File: config.mk
export PLATFORM = sky130hd
export DESIGN_NAME = serial_output
export DESIGN_NICKNAME = d
export VERILOG_FILES = /design/src/rtl/serial_output.sv
export SDC_FILE = /design/constraint.sdc
export NUM_CORES = 1
export LEC_CHECK = 0
export BUFFER_PORTS_ARGS = -buffer_cell sky130_fd_sc_hd__clkbuf_2
export CAP_MARGIN = 20
export CORE_MARGIN = 2
export CORE_UTILIZATION = 51
export DETAILED_ROUTE_END_ITERATION = 12
export PLACE_DENSITY = 0.78
export SLEW_MARGIN = 20
export SYNTH_ARGS = -nofsm -noshare
export SYNTH_HDL_FRONTEND = slang
export SYNTH_SLANG_ARGS = --single-unit
File: constraint.sdc
create_clock -name clk -period 2.45 [get_ports clk]
set_input_delay 0.3675 -clock clk [delete_from_list [all_inputs] [get_ports clk]]
set_output_delay 0.3675 -clock clk [all_outputs]
set_load 0.005 [all_outputs]
File: src/rtl/serial_output.sv
// UART transmitter: accepts 32-bit words on an stb/ack handshake and sends bits [7:0] as 8N1.
// Define SERIAL_OUTPUT_PARITY_EN to insert an even-parity bit (8E1 framing).
module serial_output #(
  parameter int CLOCK_FREQUENCY = 100000000,
  parameter int BAUD_RATE       = 115200
) (
  input  logic        clk,
  input  logic        rst,
  input  logic [31:0] in,
  input  logic        in_stb,
  output logic        in_ack,
  output logic        tx,
  output logic        busy
);

  localparam int CLKS_PER_BIT = CLOCK_FREQUENCY / BAUD_RATE;
  localparam int CW = (CLKS_PER_BIT > 1) ? $clog2(CLKS_PER_BIT) : 1;
  localparam logic [CW-1:0] CNT_LAST = CW'(CLKS_PER_BIT - 1);

  typedef enum logic [2:0] {
    S_IDLE   = 3'd0,
    S_START  = 3'd1,
    S_DATA   = 3'd2,
    S_PARITY = 3'd3,
    S_STOP   = 3'd4
  } state_t;

  state_t        state_q, state_d;
  logic [CW-1:0] cnt_q, cnt_d;
  logic [2:0]    idx_q, idx_d;
  logic [7:0]    data_q, data_d;
  logic          tx_q, tx_d;
  logic          ack_q, ack_d;
  logic          busy_q, busy_d;
  logic          last;
  logic [2:0]    idx_nxt;

  // Only the low byte of each word goes on the line.
  logic unused_in_hi;
  assign unused_in_hi = ^in[31:8];

  assign last    = (cnt_q == CNT_LAST);
  assign idx_nxt = idx_q + 3'd1;

  always_comb begin
    state_d = state_q;
    cnt_d   = cnt_q;
    idx_d   = idx_q;
    data_d  = data_q;
    tx_d    = tx_q;
    ack_d   = ack_q;
    busy_d  = busy_q;

    if (state_q != S_IDLE) begin
      cnt_d = last ? '0 : cnt_q + CW'(1);
    end

    case (state_q)
      S_IDLE: begin
        tx_d   = 1'b1;
        busy_d = 1'b0;
        if (ack_q && in_stb) begin
          data_d  = in[7:0];
          ack_d   = 1'b0;
          busy_d  = 1'b1;
          tx_d    = 1'b0;
          cnt_d   = '0;
          state_d = S_START;
        end else begin
          ack_d = 1'b1;
        end
      end
      S_START: begin
        if (last) begin
          tx_d    = data_q[0];
          idx_d   = 3'd0;
          state_d = S_DATA;
        end
      end
      S_DATA: begin
        if (last) begin
          if (idx_q != 3'd7) begin
            idx_d = idx_nxt;
            tx_d  = data_q[idx_nxt];
          end else begin
`ifdef SERIAL_OUTPUT_PARITY_EN
            tx_d    = ^data_q;
            state_d = S_PARITY;
`else
            tx_d    = 1'b1;
            state_d = S_STOP;
`endif
          end
        end
      end
`ifdef SERIAL_OUTPUT_PARITY_EN
      S_PARITY: begin
        if (last) begin
          tx_d    = 1'b1;
          state_d = S_STOP;
        end
      end
`endif
      S_STOP: begin
        if (last) begin
          ack_d   = 1'b1;
          busy_d  = 1'b0;
          state_d = S_IDLE;
        end
      end
      default: begin
        tx_d    = 1'b1;
        state_d = S_IDLE;
      end
    endcase
  end

  always_ff @(posedge clk or negedge rst) begin
    if (!rst) begin
      state_q <= S_IDLE;
      cnt_q   <= '0;
      idx_q   <= 3'd0;
      data_q  <= 8'd0;
      tx_q    <= 1'b1;
      ack_q   <= 1'b0;
      busy_q  <= 1'b0;
    end else begin
      state_q <= state_d;
      cnt_q   <= cnt_d;
      idx_q   <= idx_d;
      data_q  <= data_d;
      tx_q    <= tx_d;
      ack_q   <= ack_d;
      busy_q  <= busy_d;
    end
  end

  assign tx     = tx_q;
  assign in_ack = ack_q;
  assign busy   = busy_q;

endmodule

Word level (Yosys, flattened, before mapping) --
Cells that the tools add are included.
Operators by class: $add $sub $neg 2, order comparisons 1, eq/ne operators 11, multiplexer cells 25, bitwise gates (word level) 1, reductions and logical operators 10
Operators with widths (count):
- 2-to-1 mux 10 bit | 4
- 2-to-1 mux 3 bit | 7
- inequality test 2 bit, second input constant | 6
- one-hot mux 3 bit (4 select lines) | 1
- adder 10 x 1 -> 10 bit, second input constant | 1
- == test 10 bit, second input constant | 1
- 2-to-1 mux 1 bit | 8
- one-hot mux 3 bit (2 select lines) | 1
- AND reduction 5 bit | 1
- < comparator 3 x 4 -> 1 bit, second input constant | 1
- one-hot mux 1 bit (2 select lines) | 2
- one-hot mux 1 bit (4 select lines) | 1
- AND reduction 2 bit | 2
- AND reduction 4 bit | 1
- nonzero test 2 bit | 2
- adder 3 x 1 -> 3 bit, second input constant | 1
- binary-select mux 1 bit (select 3 bit) | 1
- == test 3 x 1 -> 1 bit, second input constant | 1
- == test 3 x 2 -> 1 bit, second input constant | 1
- == test 3 bit, second input constant | 1
- zero test 3 bit | 1
- inequality test 3 bit, second input constant | 1
- AND reduction 3 bit | 1
- nonzero test 3 bit | 1
- other kinds (2) | 2
Word-level totals: bits in registers 27, input bits 35, output and inout port bits 3, word-level logic and storage cells 57

Longest topological paths before layout --
Gate-level depths: netlist of the first run.
word-level depth 6, mapped depth 6, mapped depth without buffers 6

Least setup slack after synthesis of the first run --
Ideal clock, no wire load.
path type register -> register, from register cnt_q[0], to register idx_q[0], setup time 125 ps, arrival time 1713 ps, required time 2325 ps, path slack 612 ps, cell stages (with the launch flop) 6, path buffers 0, clock period less this slack 1838 ps, cell sequence dfrtp_1 > ha_1 > nand4b_1 > nor3_4 > or3b_1 > mux2_4
On the way: longest elaborated chain between the ends 3, elaborated cells between the ends (all ways) 4, those cells by class eq/ne (3); reduce/logical (1)
Ends and longest elaborated chain:
- start: declaration | RTL line 29 | logic [CW-1:0] cnt_q, cnt_d;
- start signal: assignment | RTL line 129 | cnt_q <= cnt_d;
- == test 10 bit (*) | RTL line 42 | assign last = (cnt_q == CNT_LAST);
- inequality test 2 bit (no line)
- AND reduction 4 bit (no line) (*)
- end signal: assignment | RTL line 130 | idx_q <= idx_d;
- end: declaration | RTL line 30 | logic [2:0] idx_q, idx_d;
Every way passes the cells marked *; elsewhere a longest branch is shown, timed or not. A chain may end at the register's enable or synchronous reset.

Final worst setup path of the first run --
Same ends and word-level chain as after synthesis.

==> results of run 1 <==
==> cells in the final DEF, fill, tap and decap left out, types with 3 or more instances in the layout <==
cell type / synthesis / layout
nand3_1: 4 / 4
dfrtp_1: 26 / 26
a21o_1: 3 / 3
clkbuf_2: 0 / 13
a31oi_1: 5 / 5
mux2i_1: 6 / 6
ha_1: 3 / 3
o21ai_0: 4 / 4
xnor2_1: 3 / 3
clkbuf_4: 0 / 3
a21oi_1: 12 / 12
nor2_1: 8 / 8
mux2_2: 8 / 8
nand2_1: 10 / 10
==> worst max path at each step <==
stage              from        to  slack, ns  cells past startpoint
6_report       cnt_q[0]  idx_q[0]       0.38                      5
5_1_grt        cnt_q[0]      busy       0.25                      5
4_1_cts        cnt_q[0]  idx_q[0]       0.39                      5
3_5_place_dp   cnt_q[0]  idx_q[0]       0.42                      5
3_3_place_gp   cnt_q[0]  idx_q[0]       0.47                      5
2_1_floorplan  cnt_q[0]  idx_q[0]       0.61                      5
==> registers in the layout, summed over array words and instances, names as in the netlist <==
register  count
busy          1
cnt_q        10
data_q        8
idx_q         3
in_ack        1
state_q       3
tx            1
==> kinds of logic (layout without fill, tap and decap cells) <==
logic type / count (synthesis) / in the layout / share of synthesized area (%)
AOI/OAI and AO/OA: 37 / 37 / 17.6
xor gates and xnor gates: 3 / 3 / 1.84
adders and majority gates: 3 / 3 / 2.63
buffers and inverters: 7 / 20 / 1.93
DFF: 27 / 27 / 47.4
muxes: 15 / 15 / 11.6
and+or+nand+nor: 42 / 42 / 17.1
==> report_power, final <==
group          internal [mW]  switching [mW]  total, mW
combinational          0.173           0.157      0.330
sequential             0.579           0.126      0.705
clock                 0.0638           0.130      0.193
==> layout make-up <==
class,instances,share of cell area [%]
Multi-Input combinational cell,100,46.7
Clock buffer,4,1.69
Timing Repair Buffer,15,5.17
Tap cell,31,2.50
Sequential cell,27,43.7
Inverter,1,0.242
==> stage by stage <==
step                power [mW]  setup slack, ns  hold WS, ns  instance area [um^2]
floorplan                0.938            0.612       0.0719                  1430
global placement          1.02            0.468        0.416                  1520
detailed placement        1.04            0.415        0.426                  1520
CTS                       1.23            0.386       0.0650                  1550
global route              1.31            0.252       0.0831                  1550
finish                    1.23            0.384       0.0430                  1550
==> metal layers <==
layer,part of all wire (%),vias up
li1,-,526
met1,47,515
met2,48,26
met3,2.7,5
met4,1.4,0
met5,0,-
==> impl_metrics.yaml, run 1 <==
synthesis:
  synth_cell_types: 43
  synth_nets: 172
  yosysWarnings: 0
  netlist_instances: 134
  syn-cell-area_um2: 1430
  synth.most_common_cell: "dfrtp_1"
  synth_seq_cells: 27
  yosysSeqAreaShare_pct: 47.4
  async_flop_share_pct: 100
  synth.avg_cell_area_um2: 10.7
  synth_top_area_cell: "dfrtp_1"
  ys.flop_type: "dfrtp_1"
  synth_top_cells_by_count: "dfrtp_1, a21oi_1, nand2_1"
  synth-edff-count: 0
  synth_area_leaders: "dfrtp_1, mux2_2, a21oi_1"
  synth_top_cell_area_share_pct: 45.5
clocking:
  cts.hold.buffers_added: 0
  cts_root_buf: "clkbuf_4"
  clockBufferDepth: 2
  clock_latency_ns: 0.32
  post_cts_buffers: 0
  clk_transition_reported_paths_ns: 0.14
  cts_tree: "yes"
  htree_num_levels: 1
  clock-sinks: 27
  cts_buffers: 3
  cts_resized: 0
critical_path:
  reg2reg_from: "cnt_q[0]"
  r2r_setup_slack_ns: 0.38
  critPathArrivalTime_ns: 2.29
  rr_endpoint: "idx_q[0]"
  critPathLaunchType: "flop"
  slowest_stage: "or3b_1"
  crit_type: "flop to flop"
  reg2reg_depth: 5
  crit_chain: "ha_1 > nand4b_1 > nor3_4 > or3b_1 > mux2_4"
  crit_path_end_kind: "flop"
  cpLargestDelayFamily: "simple AND/OR/NAND/NOR gates"
  slowest_delay_ns: 0.44
  worstPathRequired_ns: 2.68
  cp.buffers_inverters: 0
  cp_max_fo: 9
placement:
  dp_hpwl_um: 1960
  routabilityCongestion: 0.836
  post-place-cells: 174
  numPortBuffers: 13
pwr:
  ir_drop_v: 0.000767
  p_leak_nw: 0.679
  powerDensity_nw_per_um2: 793
global_routing:
  antenna_found_initial: 0
  grtUsageMet2_pct: 29.4
  top_usage_layer: "met2"
  grt_max_degree: 28
  grt_pass1_wl_um: 4830
  use_met1_pct: 27.3
  grt_util_all_layers_pct: 18.8
  grt_remaining_overflow: 0
  grt_pass1_vias: 1054
  use_met3_pct: 2.72
worst_hold_path:
  holdCritPathClass: "input port to asynchronous set/reset pin"
timing:
  grt_setup_unrepaired: "false"
  hold_viol_final: 0
  max_slew_margin_pct: 55.4
  finalClockSkew_ns: 0.00190
  slew_viol_final: 0
  finalSetupTns_ns: 0
  setup_viol: 0
  finalCritPeriodShare_pct: 84.3
  period_minus_slack_ns: 2.07
  tightest_slew_ns: 0.663
  fmax_mhz: 484
finish:
  nets: 186
  utilization_pct: 57.2
  syn_to_final_growth_pct: 8.49
  fin_cells: 178
  regArea_um2: 677
  drive_gt1_share_pct: 25.9
  n_fill_cell: 252
  antenna_cells: 0
  multi_input_area_um2: 724
floorplan:
  coreArea_um2: 2710
  die_w_um: 56.9
  die_y_um: 56.9
  ios: 38
  rows: 19
  die_area_um2: 3240
  initial_core_util_pct: 52.7
detailed_routing:
  wl_um: 2700
  wire_per_inst_um: 15.2
  final_antenna_net_count: 0
  drt_first_pass_iters: 4
  drc_errors: 0
  dr.first_iter.drc_count: 65
  viasPerCell: 6.02
  vias: 1072
run_status:
  status: "finished, final reports clean"
flow_run:
  drv_cap: 0
Note: power is estimated with default switching activity, not from simulation.
==> run 2: changes to the inputs <==
--- a/config.mk
+++ b/config.mk
@@ -8,9 +8,9 @@
 export BUFFER_PORTS_ARGS = -buffer_cell sky130_fd_sc_hd__clkbuf_2
 export CAP_MARGIN = 20
 export CORE_MARGIN = 2
-export CORE_UTILIZATION = 51
+export CORE_UTILIZATION = 46
 export DETAILED_ROUTE_END_ITERATION = 12
-export PLACE_DENSITY = 0.78
+export PLACE_DENSITY = 0.74
 export SLEW_MARGIN = 20
 export SYNTH_ARGS = -nofsm -noshare
 export SYNTH_HDL_FRONTEND = slang
==> constraint.sdc (replaced) <==
create_clock -name clk -period 1.9 [get_ports clk]
set_input_delay 0.285 -clock clk [delete_from_list [all_inputs] [get_ports clk]]
set_output_delay 0.285 -clock clk [all_outputs]
set_load 0.005 [all_outputs]
==> run 2 against run 1 <==
  * Non-clock buffer count rose by 9
  * Via count rose by 4.2%
  * Critical endpoint unchanged
  * Global-route usage fell by 0.14 points
  * Setup slack got worse by 0.32 ns
  * Sequential cell count did not move
  * Wire length rose by 6.2%
==> impl_metrics.yaml, run 2 (synthesized netlist as in run 1, its figures left out) <==
run_status:
  status: "finished, final reports clean"
global_routing:
  antenna_found_initial: 0
  grt_util_all_layers_pct: 18.7
  grt_pass1_vias: 1087
  grt_max_degree: 28
  grt_pass1_wl_um: 5000
  grt_remaining_overflow: 0
detailed_routing:
  final_antenna_net_count: 0
  drt_first_pass_iters: 6
  viasPerCell: 5.91
  dr.first_iter.drc_count: 47
  wire_per_inst_um: 15.2
  drc_errors: 0
  vias: 1117
  wl_um: 2870
worst_hold_path:
  holdCritPathClass: "input port to flop"
  min-delay-start: "in[1]"
  hold_end: "data_q[1]"
  min_path_cells: 2
placement:
  dp_hpwl_um: 2060
  numPortBuffers: 13
  routabilityCongestion: 0.916
  pre_cts_slack_ns: 0.0795
critical_path:
  path_depth: 4
  slowest_stage: "dfrtp_1"
  crit_chain: "or3_4 > nor3_4 > or3b_4 > mux2_4"
  cpLargestDelayFamily: "simple AND/OR/NAND/NOR gates"
  r2r_setup_slack_ns: 0.07
  reg2reg_from: "cnt_q[4]"
  crit_type: "flop to flop"
  worstPathRequired_ns: 2.13
  critPathLaunchType: "flop"
  cp_max_fo: 4
  reg2reg_depth: 4
  slowest_delay_ns: 0.45
  rr_endpoint: "idx_q[0]"
  cp.buffers_inverters: 0
  critPathArrivalTime_ns: 2.06
  crit_path_end_kind: "flop"
timing:
  finalWorstSetupSlack_ns: 0.0665
  max_slew_margin_pct: 55.0
  fmax_mhz: 545
  slew_viol_final: 0
  finalCritPeriodShare_pct: 96.5
  tightest_slew_ns: 0.675
  period_minus_slack_ns: 1.83
  setup_viol: 0
  hold_viol_final: 0
  finalClockSkew_ns: 0.00430
  grt_setup_unrepaired: "false"
  finalSetupTns_ns: 0
pwr:
  ir_drop_v: 0.000547
  power_mw: 1.62
  p_leak_nw: 0.728
  powerDensity_nw_per_um2: 993
finish:
  nets: 195
  final_cell_mix: "dfrtp_1, clkbuf_2, a21oi_1, nand2_1, buf_4"
  largest_reg_flops: 10
  n_fill_cell: 271
  syn_to_final_growth_pct: 13.8
  final_common_cell: "dfrtp_1"
  drive_gt1_share_pct: 30.8
  reg_top3: "cnt_q x10, data_q x8"
  top_register: "cnt_q"
  antenna_cells: 0
clocking:
  cts_buffers: 3
  clock-sinks: 27
  cts_root_buf: "clkbuf_4"
  clock_latency_ns: 0.33
  clockBufferDepth: 2
  htree_num_levels: 1
  clk_transition_reported_paths_ns: 0.14
  cts_tree: "yes"
floorplan:
  initial_core_util_pct: 47.6
  die_y_um: 59.7
  rows: 20
  die_w_um: 59.7
  ios: 38
  die_area_um2: 3570
  coreArea_um2: 3000
flow_run:
  drv_cap: 0
## run 2: cell types whose count changed in the layout (fill, tap and decap cells not counted)
cell and change:
dfrtp_1 -1, or3b_1 -1, buf_4 +8, dfrtp_2 +1, dlygate4sd3_1 +1, or3b_4 +1
## run 2: area by class of cell
class / instances / area, um^2 / area share (%)
Multi-Input combinational cell: 100 / 727 / 44.7
Sequential cell: 27 / 678 / 41.7
Timing Repair Buffer: 24 / 150 / 9.23
Tap cell: 33 / 41.3 / 2.54
Clock buffer: 4 / 26.3 / 1.62
Inverter: 1 / 3.75 / 0.231
## run 2: how the worst max path moves through the flow
stage,from,end,slack (ns)
floorplan,cnt_q[0],idx_q[0],0.06
global placement,cnt_q[0],idx_q[0],0.13
detailed placement,idx_q[0],idx_q[0],0.08
CTS,idx_q[0],idx_q[0],0.06
global route,state_q[0],data_q[3],0.009
finish,cnt_q[4],idx_q[0],0.07
## run 2: routing by layer
metal  GRT usage (%)  part of all wire (%)
met1            27.1                    45
met2            28.1                    49
met3            1.95                   3.1
met4            8.57                   2.6
met5               0                     0
## run 2: timing repair
action,in CTS,in global routing
hold endpoints to repair,26,0
resized for setup,0,2
hold buffers,1,0
setup endpoints to repair,0,1
setup buffers,0,1
## run 2: stage by stage
step | utilization [%] | hold slack, ns | std cells | cell area (um^2)
after global routing | 54.2 | 0.167 | 189 | 1630
after floorplan | - | -0.0106 | 134 | 1430
after CTS | 53.8 | 0.175 | 188 | 1620
final | 54.2 | 0.183 | 189 | 1630
after global placement | 52.6 | 0.339 | 183 | 1580
after detailed placement | 52.6 | 0.349 | 183 | 1580
## run 2: report_power, final
| group | switching, mW | internal, mW | total (mW) |
|---|---|---|---|
| combinational | 0.211 | 0.237 | 0.448 |
| clock | 0.165 | 0.0824 | 0.247 |
| sequential | 0.170 | 0.749 | 0.919 |
